### src/rtl/ram64_copier_if.sv
// RAM64 port bundle: the copier drives address/data/load, the RAM returns its
// combinational read of the addressed word.
interface ram64_copier_if #(
    parameter int unsigned ADDR_W = 6,
    parameter int unsigned DATA_W = 16
);
    logic [ADDR_W-1:0] mem_addr;
    logic [DATA_W-1:0] mem_in;
    logic              mem_ld;
    logic [DATA_W-1:0] mem_out;

    modport master (
        output mem_addr,
        output mem_in,
        output mem_ld,
        input  mem_out
    );

    modport slave (
        input  mem_addr,
        input  mem_in,
        input  mem_ld,
        output mem_out
    );
endinterface

### src/rtl/ram64_copier.sv
// Block copy/fill sequencer for a 64-word RAM: walks the address range one word
// per WRITE cycle, keeps a mod-2^16 checksum of written words, pulses done at the end.
module ram64_copier #(
    parameter int unsigned ADDR_W = 6,
    parameter int unsigned DATA_W = 16
) (
    input  logic              clk,
    input  logic              rst_n,
    input  logic              start_i,
    input  logic              mode_i,
    input  logic [ADDR_W-1:0] src_i,
    input  logic [ADDR_W-1:0] dst_i,
    input  logic [ADDR_W:0]   len_i,
    input  logic [DATA_W-1:0] pattern_i,
    output logic              busy_o,
    output logic              done_o,
    output logic [DATA_W-1:0] checksum_o,
    ram64_copier_if.master    mem
);

    localparam int unsigned CNT_W = ADDR_W + 1;

    typedef enum logic [1:0] {
        S_IDLE  = 2'd0,
        S_READ  = 2'd1,
        S_WRITE = 2'd2,
        S_DONE  = 2'd3
    } state_e;

    state_e            state_q, state_d;
    logic              mode_q, mode_d;
    logic [ADDR_W-1:0] src_q, src_d;
    logic [ADDR_W-1:0] dst_q, dst_d;
    logic [CNT_W-1:0]  cnt_q, cnt_d;
    logic [DATA_W-1:0] pat_q, pat_d;
    logic [DATA_W-1:0] sum_q, sum_d;
    logic [ADDR_W-1:0] addr_q, addr_d;
    logic [DATA_W-1:0] din_q, din_d;
    logic              ld_q, ld_d;
    logic              busy_q, busy_d;
    logic              done_q, done_d;

    // State and registered-output flops
    always_ff @(posedge clk or negedge rst_n) begin
        if (!rst_n) begin
            state_q <= S_IDLE;
            mode_q  <= 1'b0;
            src_q   <= '0;
            dst_q   <= '0;
            cnt_q   <= '0;
            pat_q   <= '0;
            sum_q   <= '0;
            addr_q  <= '0;
            din_q   <= '0;
            ld_q    <= 1'b0;
            busy_q  <= 1'b0;
            done_q  <= 1'b0;
        end else begin
            state_q <= state_d;
            mode_q  <= mode_d;
            src_q   <= src_d;
            dst_q   <= dst_d;
            cnt_q   <= cnt_d;
            pat_q   <= pat_d;
            sum_q   <= sum_d;
            addr_q  <= addr_d;
            din_q   <= din_d;
            ld_q    <= ld_d;
            busy_q  <= busy_d;
            done_q  <= done_d;
        end
    end

    // Next-state logic; memory-side outputs are decoded from the next state so
    // they are flop outputs during the cycle they apply to.
    always_comb begin
        state_d = state_q;
        mode_d  = mode_q;
        src_d   = src_q;
        dst_d   = dst_q;
        cnt_d   = cnt_q;
        pat_d   = pat_q;
        sum_d   = sum_q;
        addr_d  = addr_q;
        din_d   = din_q;
        ld_d    = 1'b0;
        busy_d  = 1'b0;
        done_d  = 1'b0;

        case (state_q)
            S_IDLE: begin
                if (start_i) begin
                    sum_d = '0;
                    if (len_i == '0) begin
                        state_d = S_DONE;
                    end else begin
                        mode_d  = mode_i;
                        src_d   = src_i;
                        dst_d   = dst_i;
                        cnt_d   = len_i;
                        pat_d   = pattern_i;
                        state_d = mode_i ? S_WRITE : S_READ;
                    end
                end
            end
            S_READ: begin
                din_d   = mem.mem_out;
                state_d = S_WRITE;
            end
            S_WRITE: begin
                sum_d = sum_q + din_q;
                src_d = src_q + ADDR_W'(1);
                dst_d = dst_q + ADDR_W'(1);
                cnt_d = cnt_q - CNT_W'(1);
                if (cnt_q == CNT_W'(1)) begin
                    state_d = S_DONE;
                end else if (mode_q) begin
                    state_d = S_WRITE;
                end else begin
                    state_d = S_READ;
                end
            end
            S_DONE: begin
                state_d = S_IDLE;
            end
            default: begin
                state_d = S_IDLE;
            end
        endcase

        busy_d = (state_d != S_IDLE);
        done_d = (state_d == S_DONE);
        ld_d   = (state_d == S_WRITE);
        if (state_d == S_READ) begin
            addr_d = src_d;
        end else if (state_d == S_WRITE) begin
            addr_d = dst_d;
            if (mode_d) begin
                din_d = pat_d;
            end
        end
    end

    assign busy_o       = busy_q;
    assign done_o       = done_q;
    assign checksum_o   = sum_q;
    assign mem.mem_addr = addr_q;
    assign mem.mem_in   = din_q;
    assign mem.mem_ld   = ld_q;

endmodule

### src/flat_wrapper.sv
// flat-port wrapper written by rule: the top's interface ports become plain ports
module ram64_copier_flat 
#(
    parameter int unsigned ADDR_W = 6,
    parameter int unsigned DATA_W = 16
)
  (clk, rst_n, start_i, mode_i, src_i, dst_i, len_i, pattern_i, busy_o, done_o, checksum_o, mem_mem_addr, mem_mem_in, mem_mem_ld, mem_mem_out);
  ram64_copier_if #(.ADDR_W(ADDR_W), .DATA_W(DATA_W)) mem_i ();
  input  logic clk;
  input  logic rst_n;
  input  logic start_i;
  input  logic mode_i;
  input  logic [ADDR_W-1:0] src_i;
  input  logic [ADDR_W-1:0] dst_i;
  input  logic [ADDR_W:0] len_i;
  input  logic [DATA_W-1:0] pattern_i;
  output logic busy_o;
  output logic done_o;
  output logic [DATA_W-1:0] checksum_o;
  output wire logic [$bits(mem_i.mem_addr)-1:0] mem_mem_addr;
  output wire logic [$bits(mem_i.mem_in)-1:0] mem_mem_in;
  output wire logic [$bits(mem_i.mem_ld)-1:0] mem_mem_ld;
  input wire logic [$bits(mem_i.mem_out)-1:0] mem_mem_out;
  assign mem_mem_addr = mem_i.mem_addr;
  assign mem_mem_in = mem_i.mem_in;
  assign mem_mem_ld = mem_i.mem_ld;
  assign mem_i.mem_out = mem_mem_out;
  ram64_copier #(.ADDR_W(ADDR_W), .DATA_W(DATA_W)) u_core (.clk(clk), .rst_n(rst_n), .start_i(start_i), .mode_i(mode_i), .src_i(src_i), .dst_i(dst_i), .len_i(len_i), .pattern_i(pattern_i), .busy_o(busy_o), .done_o(done_o), .checksum_o(checksum_o), .mem(mem_i));
endmodule
### config.mk
export PLATFORM = sky130hd
export DESIGN_NAME = ram64_copier_flat
export DESIGN_NICKNAME = d
export VERILOG_FILES = /design/src/rtl/ram64_copier_if.sv /design/src/rtl/ram64_copier.sv /design/src/flat_wrapper.sv
export SDC_FILE = /design/constraint.sdc
export NUM_CORES = 1
export LEC_CHECK = 0
export ABC_AREA = 1
export CORE_MARGIN = 2
export CORE_UTILIZATION = 45
export CTS_CLUSTER_SIZE = 10
export DETAILED_ROUTE_END_ITERATION = 16
export PLACE_DENSITY = 0.71
export SKIP_CTS_REPAIR_TIMING = 1
export SLEW_MARGIN = 20
export SYNTH_ARGS = -nofsm -noshare
export SYNTH_HDL_FRONTEND = slang
export SYNTH_SLANG_ARGS = --single-unit
### constraint.sdc
create_clock -name clk -period 2.6 [get_ports clk]
set_input_delay 0.26 -clock clk [delete_from_list [all_inputs] [get_ports clk]]
set_output_delay 0.26 -clock clk [all_outputs]
set_load 0.02 [all_outputs]
; ---- Yosys cells after proc, flatten, opt, wreduce, memory -nomap -nowiden
; Cells that the tools add are included.
; Widths: inputs -> output; s select.
[classes]
add_sub_neg = 4
eq_ne = 9
mux = 29
n_reduce_logical = 7
[ops]
columns = cell, n
row1 = $mux 16, 8
row2 = $mux 6, 6
row3 = $pmux 16 s2, 1
row4 = $pmux 6 s2, 2
row5 = $add 16x16->16, 1
row6 = $mux 7, 2
row7 = $pmux 7 s2, 1
row8 = $add 6x1->6 const B, 2
row9 = $mux 2, 5
row10 = $eq 2x2->1 const B, 4
row11 = $pmux 2 s4, 1
row12 = $eq 7x1->1 const B, 1
row13 = $logic_not 7->1, 1
row14 = $sub 7x1->7 const B, 1
row15 = $reduce_bool 2->1, 3
row16 = $eq 2x1->1 const B, 2
row17 = $ne 2x2->1 const B, 2
row18 = $mux 1, 3
row19 = $reduce_and 3->1, 1
row20 = $logic_not 2->1, 1
row21 = $reduce_and 2->1, 1
[word_totals]
register_bits = 79
input_bits = 55
out_inout_bits = 41
elab_cells = 61

; ---- Logic depth before layout (Yosys ltp)
[depth]
ltp_word = 7
ltp_mapped = 15

; ---- Least setup slack after synthesis
; Ideal clock, no wire load.
[synth_path]
path_kind = register -> register
from = reg u_core.sum_q[0] (netlist: u_core.checksum_o[0])
to = reg u_core.sum_q[14] (netlist: u_core.checksum_o[14])
setup_time_ns = 0.117
arrival_time_ns = 1.793
required_time_ns = 2.483
path_slack_ns = 0.690
path_stages_with_launch = 14
synth_period_minus_slack_ns = 1.910
cell_sequence = dfrtp_1 > ha_1 > inv_1 > fa_1 > inv_1 > nand3_1 > nand2_1 > nand2_1 > nand2_1 > nand3_1 > nand2_1 > nand2_1 > nand3_1 > nand2_1
[synth_between]
elab_chain_cells = 2
[synth_lines]
columns = item, line
row1 = "start, declared", ram64_copier.sv:36  ; logic [DATA_W-1:0] sum_q, sum_d;
row2 = "start signal, assigned", ram64_copier.sv:65  ; sum_q <= sum_d;
row3 = $add 16x16->16, ram64_copier.sv:111  ; sum_d = sum_q + din_q;
row4 = $pmux 16 s2, ram64_copier.sv:90  ; case (state_q)
; Every way passes these cells.
; A chain may end at the register's enable or synchronous reset.

; ---- Worst setup path after layout
[layout_path]
from = reg u_core.din_q[0] (netlist: u_core.mem.mem_in[0])
to = reg u_core.sum_q[14] (netlist: u_core.checksum_o[14])
[layout_between]
elab_chain_cells = 2
[layout_lines]
columns = item, line
row1 = "start, declared", ram64_copier.sv:38  ; logic [DATA_W-1:0] din_q, din_d;
row2 = "start signal, assigned", ram64_copier.sv:67  ; din_q <= din_d;
row3 = $add 16x16->16, ram64_copier.sv:111
row4 = $pmux 16 s2, ram64_copier.sv:90
; Every way passes these cells.

==> run metrics <==
Worst Hold Launch=u_core.pat_q[6]; Tcrit/Tclk final=79.0%; wire per inst=14.1 um; Sequential Power Share=30.9%; FF/Latch Area=0.00198 sq mm; largest net degree at the start of global routing=80; Hold Path Class=flip-flop to flip-flop; ANT cells=0; max-slew violation count=0; PortBufs=95; post-route cell area=0.00601 sq mm; hpwl dp=9.60 mm; Final Power=7400 uW; final hold violation count=0; delay-heaviest family, CP=simple AND/OR/NAND/NOR gates; Num CTS Buffers=9; Buf/Inv on CP=2; multi-input logic area=0.00245 sq mm; EDFF count, synth=0; slowest CP cell=fa_1; fillers=981; CP peak stage delay=0.40 ns; Leak=0.00304 uW; Num Clock Sinks=79; Final #Nets=827; drt first pass iters=5; Area after DPL=0.00583 sq mm; outcome=finished clean; clock power share=11.0%; post-route DRC violation count=0; Critical Path, Cell by Cell=ha_1, inv_1, fa_1, inv_1, nand3_1, nand2_1, nand2_1, nand2_1, nand3_1, nand2_1, nand2_1, nand3_1, nand2_1; critical-path maximum fanout=4; Ports=96; routed wire length=12.6 mm; number of global-route vias before repair=4430; CTS H-Tree Depth=3; Data required, critical path=2.85 ns; #FFs+latches synth=79; Layout Area Growth over Synthesis=26.2%; Peak VDD IR=0.509 mV; syn nets=731; setup TNS=0 ns; clock latency on the worst-skew pair=0.35 ns; DIE AREA=0.0114 sq mm; Distinct cells, synth=33; CTS tree=built; Worst Setup SP=u_core.mem.mem_in[0]; vias after detailed routing=4611; min Tclk post-route=2.05 ns; synth warn=0; Total GRT Usage=22.8%; share of cells above drive strength 1=5.68%; final cell count without fillers=893; CP arrival=2.31 ns; ys async rst share=100%; worst slew pin tran=0.740 ns; Die X=107 um; Crit Path Class=flip-flop to flip-flop; switching portion of total power=48.6%; relative slew slack=50.7%; Worst Skew=0.0129 ns; synthesized netlist cell count=656; top_reg_cell synth=dfrtp_1; Die H=107 um; Startpoint Class=flip-flop; sequential area share after synthesis=41.5%; mapped cell area=0.00476 sq mm; vias per cell=5.16; unrepaired setup endpoints after global routing=false; initial core utilization=46.1%; Psw=3590 uW; CTS clk-pin slew, worst paths=0.09 ns; mean area per synthesized cell=7.26 sq um; max cap viols=0; # rows=37; DR iter-0 viols=259; Final ANT Viol Nets=0; worst flop-to-flop path startpoint=u_core.mem.mem_in[0]; RePlAce Congestion=0.981; residual overflow from global routing=0; fmax=487 MHz; CTS Root Cell=clkbuf_8; Clock Path Buffers=2; core area=0.0103 sq mm; crit end category=flip-flop; Comb pwr share=58.1%; initial antenna violation count=0; global-route wire length before repair=20.7 mm; power per cell area=1230 mW/mm^2; hold_ws=0.472 ns; DP Cell Count=876; Int Power=3810 uW; Most common cell on crit path=nand2_1; # setup viols final=0
[layer usage]
layer	vias to the layer above	global-route usage [%]	routed length (um)
met2	163	38.2	6100
li1	2313	-	-
met5	-	0	0
met1	2119	30.7	5500
met4	0	7.24	174
met3	16	3.22	815
[tightest hold or removal path, cell delays in order, from the launching register on]
cell and delay, ns:
dfrtp_1 0.33, nand2_1 0.05, nand2_1 0.06
[power by group through the flow]
stage | clock, uW | sequential [uW] | combinational [uW]
2_1_floorplan | 0 | 2490 | 2670
3_3_place_gp | 0 | 2280 | 4200
3_5_place_dp | 0 | 2300 | 4290
4_1_cts | 835 | 2280 | 4300
5_1_grt | 891 | 2350 | 4840
6_report | 817 | 2280 | 4300
[cells by family (layout without fill, tap and decap cells)]
group                    after synthesis  in the layout  synth area share (%)
AO/OA/AOI/OAI                         69             69                  7.72
XOR/XNOR                               4              4                 0.736
adder cells (fa/ha/maj)               20             20                  5.41
buffers and inverters                 78            179                  7.20
flip-flops                            79             79                  41.5
AND/OR/NAND/NOR                      406            406                  37.4
[cell usage after synthesis, drive strengths merged, types with 2 or more instances]
cell type | count | area, sq um
nand2 | 273 | 1060
nand3 | 81 | 415
dfrtp | 79 | 1980
inv | 58 | 228
o21ai | 39 | 195
nor2 | 31 | 164
a21oi | 22 | 110
ha | 19 | 238
buf | 12 | 85.1
nand3b | 12 | 90.1
clkbuf | 7 | 26.3
nand4 | 6 | 37.5
o211ai | 3 | 22.5
xor2 | 3 | 26.3
nor3 | 2 | 10.0
o221ai | 2 | 17.5
[per-stage QoR]
step,setup WS (ns),utilization (%)
3_5_place_dp,0.430,56.5
5_1_grt,0.338,58.2
3_3_place_gp,0.438,56.5
2_1_floorplan,0.690,-
4_1_cts,0.480,58.1
6_report,0.546,58.2
[final timing paths]
| check | end | slack [ns] | cells past startpoint |
|---|---|---|---|
| worst max-delay path | u_core.checksum_o[14] | 0.55 | 13 |
| worst min-delay path | u_core.pat_q[6] | 0.47 | 2 |
| worst max register to register | u_core.checksum_o[14] | 0.55 | 13 |
| worst min register to register | u_core.pat_q[6] | 0.47 | 2 |
| max in group asynchronous | u_core.pat_q[7] | 1.58 | 2 |
| min in group asynchronous | u_core.checksum_o[12] | 0.48 | 2 |
[sequential cells by signal, summed over array words and instances (netlist names)]
signal	count
u_core.busy_o	1
u_core.checksum_o	16
u_core.state_q	2
u_core.done_o	1
u_core.cnt_q	7
u_core.mem.mem_ld	1
u_core.mem.mem_in	16
u_core.mem.mem_addr	6
u_core.pat_q	16
u_core.dst_q	6
u_core.mode_q	1
u_core.src_q	6
[placed cells by master, fill, tap and decap left out, types with 2 or more instances in the layout]
master and n:
xor2_1 3, inv_2 5, nor3_1 2, inv_1 51, nor2_1 26, nor2_8 2
dfrtp_1 79, buf_4 8, clkinv_4 2, clkbuf_8 9, ha_1 19, clkbuf_1 2
nand2_2 2, o21ai_0 38, nor2_4 2, nand3_2 2, nand3_1 79, clkdlybuf4s50_1 94
clkinv_2 2, a21oi_1 22, o221ai_1 2, nand2_4 4, nand4_1 6, o211ai_1 3
nand2_1 267, nand3b_1 12
[final cells by class]
class	count	share of cell area, %
well taps	136	2.83
clock buffers	11	2.18
inverters	59	3.85
multi-input cells	499	40.7
clock inverters	5	0.583
repair buffers	104	17.0
flip-flops and latches	79	32.9
No activity file was read; power rests on OpenSTA's default activity.
